[src/rtl/vga_timing_gen.sv]
// vga_timing_gen: raster counters, sync/DE decode and a pixel request issued one clock ahead of display.
module vga_timing_gen #(
   parameter int H_SYNC  = 96,
   parameter int H_BACK  = 48,
   parameter int H_DISP  = 640,
   parameter int H_FRONT = 16,
   parameter int H_TOTAL = 800,
   parameter int V_SYNC  = 2,
   parameter int V_BACK  = 33,
   parameter int V_DISP  = 480,
   parameter int V_FRONT = 10,
   parameter int V_TOTAL = 525
) (
   input  logic        vga_clk,
   input  logic        sys_rst_n,
   input  logic [15:0] pixel_data,
   output logic [9:0]  pixel_xpos,
   output logic [9:0]  pixel_ypos,
   output logic        vga_hs,
   output logic        vga_vs,
   output logic        vga_de,
   output logic [15:0] vga_rgb,
   output logic        frame_start,
   output logic [7:0]  frame_cnt
);
   localparam logic [9:0] H_ACT_LO = 10'(H_SYNC + H_BACK);
   localparam logic [9:0] H_ACT_HI = 10'(H_SYNC + H_BACK + H_DISP - 1);
   localparam logic [9:0] V_ACT_LO = 10'(V_SYNC + V_BACK);
   localparam logic [9:0] V_ACT_HI = 10'(V_SYNC + V_BACK + V_DISP - 1);
   localparam logic [9:0] H_LAST   = 10'(H_TOTAL - 1);
   localparam logic [9:0] V_LAST   = 10'(V_TOTAL - 1);

   if (H_TOTAL != H_SYNC + H_BACK + H_DISP + H_FRONT) begin : g_bad_h_total
      $error("H_TOTAL must equal the sum of the horizontal intervals");
   end
   if (V_TOTAL != V_SYNC + V_BACK + V_DISP + V_FRONT) begin : g_bad_v_total
      $error("V_TOTAL must equal the sum of the vertical intervals");
   end

   logic [9:0] r_cnt_h;
   logic [9:0] r_cnt_v;
   logic       r_frame_start;
   logic [7:0] r_frame_cnt;
   logic       w_h_end;
   logic       w_v_end;
   logic       w_h_act;
   logic       w_v_act;
   logic       w_req;

   assign w_h_end = r_cnt_h == H_LAST;
   assign w_v_end = r_cnt_v == V_LAST;

   always_ff @(posedge vga_clk or negedge sys_rst_n) begin
      if (!sys_rst_n) begin
         r_cnt_h       <= '0;
         r_cnt_v       <= '0;
         r_frame_start <= 1'b0;
         r_frame_cnt   <= '0;
      end else begin
         r_cnt_h       <= w_h_end ? '0 : r_cnt_h + 10'd1;
         if (w_h_end) r_cnt_v <= w_v_end ? '0 : r_cnt_v + 10'd1;
         r_frame_start <= w_h_end & w_v_end;
         if (w_h_end & w_v_end) r_frame_cnt <= r_frame_cnt + 8'd1;
      end
   end

   // Request window is the active window moved one clock earlier to cover the source's register stage.
   always_comb begin
      w_h_act    = r_cnt_h >= H_ACT_LO && r_cnt_h <= H_ACT_HI;
      w_v_act    = r_cnt_v >= V_ACT_LO && r_cnt_v <= V_ACT_HI;
      w_req      = r_cnt_h >= H_ACT_LO - 10'd1 && r_cnt_h <= H_ACT_HI - 10'd1 && w_v_act;
      vga_hs     = r_cnt_h >= 10'(H_SYNC);
      vga_vs     = r_cnt_v >= 10'(V_SYNC);
      vga_de     = w_h_act & w_v_act;
      vga_rgb    = vga_de ? pixel_data : 16'h0000;
      pixel_xpos = w_req ? r_cnt_h - (H_ACT_LO - 10'd1) : '0;
      pixel_ypos = w_req ? r_cnt_v - V_ACT_LO : '0;
   end

   assign frame_start = r_frame_start;
   assign frame_cnt   = r_frame_cnt;
endmodule
[config.mk]
export PLATFORM = sky130hd
export DESIGN_NAME = vga_timing_gen
export DESIGN_NICKNAME = d
export VERILOG_FILES = /design/src/rtl/vga_timing_gen.sv
export SDC_FILE = /design/constraint.sdc
export NUM_CORES = 1
export LEC_CHECK = 0
export ABC_AREA = 1
export BUFFER_PORTS_ARGS = -buffer_cell sky130_fd_sc_hd__buf_2
export CORE_MARGIN = 1
export CORE_UTILIZATION = 57
export CTS_CLUSTER_DIAMETER = 40
export DETAILED_ROUTE_END_ITERATION = 8
export PLACE_DENSITY_LB_ADDON = 0.12
export SYNTH_ARGS = -nofsm -noshare
export SYNTH_HDL_FRONTEND = slang
export SYNTH_SLANG_ARGS = --single-unit
[constraint.sdc]
create_clock -name vga_clk -period 3 [get_ports vga_clk]
set_clock_uncertainty 0.1 [all_clocks]
set_input_delay 0.15 -clock vga_clk [delete_from_list [all_inputs] [get_ports vga_clk]]
set_output_delay 0.15 -clock vga_clk [all_outputs]
set_load 0.02 [all_outputs]
# Word level (Yosys, flattened, before mapping)
# Cells that the tools add are included.
# Widths: inputs -> output; s select.
# op_classes
n_eq_ne	2
n_addsub	5
n_bitwise	2
reduce_logical	4
n_lt_le_gt_ge	8
muxes	5
# ops
cell	n
$mux 10	4
$le 10x10->1 const B	3
$add 10x1->10 const B	2
$eq 10x10->1 const B	2
$ge 10x8->1 const B	2
$mux 16	1
$ge 10x2->1 const B	1
$ge 10x6->1 const B	1
$ge 10x7->1 const B	1
$sub 10x6->10 const B	1
$sub 10x8->10 const B	1
$add 8x1->8 const B	1
$logic_and 1x1->1	4
$and 1x1->1	2
# word_totals
word_cells	30
regBits	29
in_bits	18
out_inout_bits	48

# Depth between registers and ports, before layout
# Gate-level depths: netlist of run 1.
# logic_depth
depth_word	4
ltp_mapped	10
depth_no_buf	9

# Worst setup path before layout of run 1
# Ideal clock, no wire load.
# synth_timing
kind	flip-flop to output port
start	reg r_cnt_v[0]
end	out pixel_xpos[0]
path_slack_ps	1268
t_required_ps	2750
t_arrival_ps	1482
n_path_buf	2
path_stages_with_launch	11
path_cell_list	dfrtp_1 buf_2 inv_1 ha_1 inv_1 nor2_1 nand4_1 nand3_2 nand3_2 buf_6 nor2_2
# synth_via
elab_chain_cells	4
word_cells_on_any_way	5
cone_classes	order compare: 2; mux: 1; reduce/logical: 2
# synth_rtl
element	line	source
start: declaration	41	logic [9:0] r_cnt_v;
start signal: assignment	61	if (w_h_end) r_cnt_v <= w_v_end ? '0 : r_cnt_v + 10'd1;
$ge 10x6->1 / $le 10x10->1 (equally long branches)	70	w_v_act = r_cnt_v >= V_ACT_LO && r_cnt_v <= V_ACT_HI;
$logic_and 1x1->1 (*)	70	
$logic_and 1x1->1 (*)	71	w_req = r_cnt_h >= H_ACT_LO - 10'd1 && r_cnt_h <= H_ACT_HI - 10'd1 && w_v_act;
$mux 10 (*)	76	pixel_xpos = w_req ? r_cnt_h - (H_ACT_LO - 10'd1) : '0;
end: declaration	17	output logic [9:0] pixel_xpos,
# Mark *: on every way between the ends. The rest lies on a longest branch, timed or not.

# Worst setup path in the final report of run 1
# layout_timing
start	reg r_cnt_v[0]
end	out pixel_xpos[3]
# The elaborated chain is that of the path after synthesis.

==> results of run 1 <==
metrics by stage:
step	setup slack (ns)	utilization (%)	area (um^2)	hold slack, ns
5_1_grt	0.377	69.7	2830	0.414
3_5_place_dp	0.867	67.0	2720	0.127
3_3_place_gp	0.915	67.0	2720	0.123
2_1_floorplan	1.27	-	2430	-0.246
4_1_cts	0.550	69.7	2830	0.373
6_report	0.558	69.7	2830	0.330
flip-flops by register name (all words and copies together) (netlist names):
register,count
frame_start,1
frame_cnt,8
r_cnt_h,10
r_cnt_v,10
where the power goes:
group          total (uW)  internal, uW  switching (uW)
Sequential            391           391               0
Combinational        26.2          10.3            15.9
Clock                 362           207             155
cell usage after synthesis:
library cell	n	area share (%)
nor3_2	3	1.2
a31oi_1	2	0.52
nor2_1	34	5.3
inv_4	1	0.26
xor2_1	20	7.2
clkinv_1	3	0.46
o21ai_0	8	1.7
inv_2	7	1.1
a21oi_1	5	1.0
o21bai_1	1	0.31
nor2_2	27	7.0
buf_4	1	0.31
inv_1	40	6.2
nand4_4	1	0.88
o22ai_1	1	0.26
buf_2	4	0.83
nand3_1	17	3.5
buf_12	1	0.83
o21ai_1	5	1.0
or2_2	1	0.26
nand4_1	8	2.1
nor2_8	1	0.83
nand2_1	78	12
nand3_2	5	2.1
nand3b_1	1	0.31
nand2_4	1	0.46
nand2_2	1	0.26
dfrtp_1	29	30
nor2_4	11	5.1
nand3b_4	1	0.83
ha_1	6	3.1
buf_6	5	2.3
nor3_1	3	0.62
layout make-up:
class                           count  share of cell area (%)
Clock buffer                        7                    3.41
Clock inverter                      1                   0.177
Inverter                           51                    6.86
Multi-Input combinational cell    241                    49.6
Sequential cell                    29                    25.7
Tap cell                           50                    2.21
Timing Repair Buffer               67                    12.1
kinds of logic (layout without fill, tap and decap cells):
family                     count (synthesis)  in the layout  share of synthesized area (%)
AOI/OAI and AO/OA                         22             22                           4.80
xor gates and xnor gates                  20             20                           7.22
buffers and inverters                     62            126                           12.3
adders and majority gates                  6              6                           3.09
DFF                                       29             29                           29.9
and+or+nand+nor                          193            193                           42.7
worst reg2reg max path, stage by stage (launching register included):
cell and delay (ns):
dfrtp_1 0.43, ha_1 0.25, nand3_2 0.15, clkinv_1 0.11, nand2_1 0.08, nor2_2 0.32
nand2_1 0.12, xor2_1 0.16
path summary, 6_finish.rpt:
| check | start | end | slack, ns |
|---|---|---|---|
| max | r_cnt_v[0] | pixel_xpos[3] | 0.56 |
| min | sys_rst_n | r_cnt_v[5] | 0.33 |
| max reg2reg | r_cnt_h[0] | r_cnt_v[5] | 1.16 |
| min reg2reg | frame_cnt[7] | frame_cnt[7] | 0.43 |
| max in group asynchronous | sys_rst_n | r_cnt_h[7] | 2.03 |
| min in group vga_clk | frame_cnt[7] | frame_cnt[7] | 0.43 |
per-layer routing:
metal  track usage (%)  vias to the layer above  share of wire [%]
met5                 0                        -                  0
met4              8.51                        0                1.8
met3              4.90                        9                5.6
met2              41.0                       70                 47
met1              31.7                      981                 45
li1                  -                     1141                  -
==> flow_summary_export.csv, run 1 <==
group,metric,value,unit
outcome,status,"completed",
sta,finalMaxSlewViolations,0,
die,dieArea,0.00452,mm^2
synthesis,syn_area_per_cell,7.31,um^2
synthesis,synth-seq-cells,29,
worst_setup_path,cp_num_buf_inv,3,
die,ios,66,
final_layout,regArea,726,um^2
global_route,globalRouteTotalUtil,24.7,%
synthesis,synth_cell_types,33,
sta,clock.fmax,0.410,GHz
place,io_buffer_count,65,
worst_setup_path,slowest_stage,"dfrtp_1",
route,drt-total-wl,4990,um
synthesis,synthCells,332,
clock_network,numClockSinks,29,
worst_setup_path,ff2ff_path_depth,7,
clock_network,cts_max_level,2,
die,fp.coreArea,0.00406,mm^2
global_route,overflow,0,
global_route,grt_pass1_vias,1901,
worst_setup_path,arrival,2.19,ns
clock_network,cts-root-to-sink-buffers,2,
synthesis,netlist_area,0.00243,mm^2
worst_setup_path,crit_cells,9,
route,vias,2201,
global_route,grt_pass1_wl,8340,um
clock_network,ctsHoldBuffers,1,
worst_setup_path,cp-start-kind,"flop",
place,placed_cells,437,
sta,fin_crit,2.44,ns
worst_setup_path,endpoint_kind,"output port",
final_layout,final_cell_mix,"nand2_1, buf_2, inv_1",
clock_network,cts_root_buffer,"clkbuf_8",
worst_setup_path,path_cells,"ha_1 -> inv_1 -> nand3_1 -> nand2_1 -> nand2_2 -> nand3_2 -> buf_4 -> nor2_2 -> buf_2",
global_route,antenna_found_initial,0,
worst_setup_path,cp_max_fo,15,
final_layout,final_common_cell,"nand2_1",
route,drc,0,
hold_path,hp-class,"primary input to async pin",
job,maxCapViolations,0,
place,gp_congestion,0.917,
die,fp.dieH,67.2,um
die,start_util,59.8,%
synthesis,synth_warnings,0,
sta,slew-limit-headroom,55.8,%
final_layout,layout-drive-gt1-share,33.8,%
global_route,grt_max_degree,30,
final_layout,fillers,399,
route,drtIter0Drc,123,
final_layout,synthToLayoutAreaGrowth,16.6,%
die,num_rows,23,
worst_setup_path,cp.required,2.75,ns
die,die_width,67.2,um
clock_network,cts_buffers,5,
route,viasPerCell,4.93,
worst_setup_path,critical_path.top_delay_family,"simple AND/OR/NAND/NOR gates",
clock_network,cts_tree,"done",
clock_network,cts_setup_buffers,0,
worst_setup_path,max_stage_delay,0.48,ns
sta,setup_tns,0,ns
synthesis,synth.yosys.seq_area_share,29.9,%
final_layout,final_cells,446,
sta,rsz0062_at_grt,"false",
power,peakVddDrop,240,uV
power,leakagePower,0.00164,uW
sta,hold_violations,0,
sta,setup_viol,0,
sta,period_share,81.4,%
power,finalPower,780,uW
final_layout,multi_input_area,0.00140,mm^2
clock_network,cts_resized,0,
sta,worstMarginPinSlew,0.663,ns
final_layout,num-nets-final,419,
power,power_density,276,mW/mm^2
route,drtPass1Iterations,4,
clock_network,clk_pin_slew,0.07,ns
worst_setup_path,path_class,"flop to output port",
route,antenna_left,0,
final_layout,diodes,0,
route,wire_per_inst,11.2,um
synthesis,synthesis.nets,356,
clock_network,clock_latency,0.28,ns
place,hpwl,3860,um
Note: power is estimated with default switching activity, not from simulation.
==> inputs of run 2 (changes only) <==
CORE_UTILIZATION = 53   (was 57)
clock period = 2.5 ns   (was 3 ns; I/O delays follow)
==> flow_summary_export.csv, run 2 (synthesis gave the netlist of run 1 again) <==
group,metric,value,unit
place,placed_area,0.00273,mm^2
clock_network,cts-root-to-sink-buffers,2,
place,io_buffer_count,65,
sta,setup_viol,0,
clock_network,cts_tree,"done",
worst_setup_path,cp-start-kind,"flop",
sta,setup_tns,0,ns
route,antenna_left,0,
route,drtIter0Drc,63,
route,vias,2175,
sta,worstMarginPinSlew,0.661,ns
die,fp.dieH,69.7,um
clock_network,clk_pin_slew,0.07,ns
final_layout,layout-drive-gt1-share,34.3,%
sta,whs,0.301,ns
clock_network,clock_latency,0.28,ns
clock_network,cts_buffers,5,
die,ios,66,
route,viasPerCell,4.84,
sta,fin_crit,2.32,ns
outcome,status,"completed",
global_route,grt_pass1_vias,1998,
route,drt-total-wl,5210,um
worst_setup_path,cp.required,2.28,ns
global_route,grt_pass1_wl,9090,um
die,die_width,69.7,um
clock_network,numClockSinks,29,
global_route,globalRouteTotalUtil,23.3,%
worst_setup_path,cp_max_fo,15,
sta,setup_ws,0.178,ns
die,start_util,55.3,%
place,gp_congestion,0.923,
power,leakagePower,0.00166,uW
die,fp.coreArea,0.00438,mm^2
sta,clock.fmax,0.431,GHz
final_layout,final_cell_mix,"nand2_1, buf_2, inv_1",
global_route,grt_max_degree,30,
job,maxCapViolations,0,
sta,finalMaxSlewViolations,0,
sta,period_share,92.9,%
die,dieArea,0.00485,mm^2
sta,hold_violations,0,
place,hpwl,3990,um
route,drc,0,
final_layout,fin_area,0.00288,mm^2
worst_setup_path,endpoint_kind,"output port",
worst_setup_path,path_class,"flop to output port",
clock_network,cts_root_buffer,"clkbuf_8",
worst_setup_path,ff2ff_path_depth,7,
final_layout,diodes,0,
global_route,antenna_found_initial,0,
power,peakVddDrop,332,uV
power,power_density,350,mW/mm^2
final_layout,num-nets-final,420,
worst_setup_path,r2r_start,"r_cnt_h[0]",
global_route,overflow,0,
place,pre_cts_slack,0.422,ns
route,drtPass1Iterations,4,
clock_network,cts_max_level,2,
worst_setup_path,r2r-end,"r_cnt_v[5]",
final_layout,final_common_cell,"nand2_1",
hold_path,hp-class,"primary input to async pin",
route,wire_per_inst,11.6,um
sta,rsz0062_at_grt,"false",
die,num_rows,24,
final_layout,synthToLayoutAreaGrowth,18.9,%
sta,slew-limit-headroom,56.0,%
worst_setup_path,arrival,2.10,ns
worst_setup_path,ff2ff_setup_slack,0.66,ns
-- run 2: changes by cell type in the layout (fill, tap and decap cells not counted) --
cell        change
dfrtp_2         +1
clkinvlp_4      +1
buf_12          +2
bufinv_16       +1
buf_4           -1
clkbuf_8        -1
dfrtp_1         -1
clkinv_2        -1
-- run 2: what timing repair did --
action | CTS | global route
resized for setup | 0 | 1
setup endpoints to repair | 0 | 31
hold endpoints to repair | 29 | 0
hold buffers | 1 | 0
setup buffers | 0 | 1
-- run 2: stage by stage --
step | total power [uW] | cells | util (%)
floorplan | 487 | 332 | -
global placement | 509 | 439 | 62.3
detailed placement | 510 | 439 | 62.3
CTS | 1030 | 448 | 65.3
global route | 1050 | 449 | 65.8
finish | 1010 | 449 | 65.8
-- run 2: cell type report --
type                            instances  area (um^2)
Multi-Input combinational cell        241         1400
Fill cell                             386         1500
Clock buffer                            6         82.6
Inverter                               51          194
Timing Repair Buffer                   68          375
Clock inverter                          2         37.5
Tap cell                               52         65.1
Sequential cell                        29          727
-- run 2: how the worst max path moves through the flow --
stage	from	to	slack, ns	depth (start not counted)
detailed placement	r_cnt_v[0]	pixel_ypos[0]	0.42	9
CTS	r_cnt_v[0]	pixel_ypos[0]	0.10	9
global route	r_cnt_v[1]	pixel_ypos[1]	0.02	9
floorplan	r_cnt_v[0]	pixel_xpos[0]	0.79	10
global placement	r_cnt_v[0]	pixel_xpos[0]	0.45	9
finish	r_cnt_v[0]	pixel_xpos[3]	0.18	9
-- run 2: routing by layer --
metal | GRT usage (%) | part of all wire (%)
met5 | 0 | 0
met4 | 8.67 | 1.1
met3 | 4.80 | 4.2
met2 | 36.6 | 48
met1 | 31.7 | 47
-- run 2: power breakdown --
group,internal (uW),switching (uW),total [uW]
registers,469,0,469
logic,12.3,19.2,31.5
clock network,324,186,510
-- run 2: critical path: stages (launching register included) --
cell	delay [ns]
dfrtp_2	0.48
ha_1	0.24
inv_1	0.12
nand3_1	0.09
nand2_1	0.16
nand2_2	0.11
nand3_2	0.22
buf_12	0.21
nor2_2	0.04
buf_2	0.16
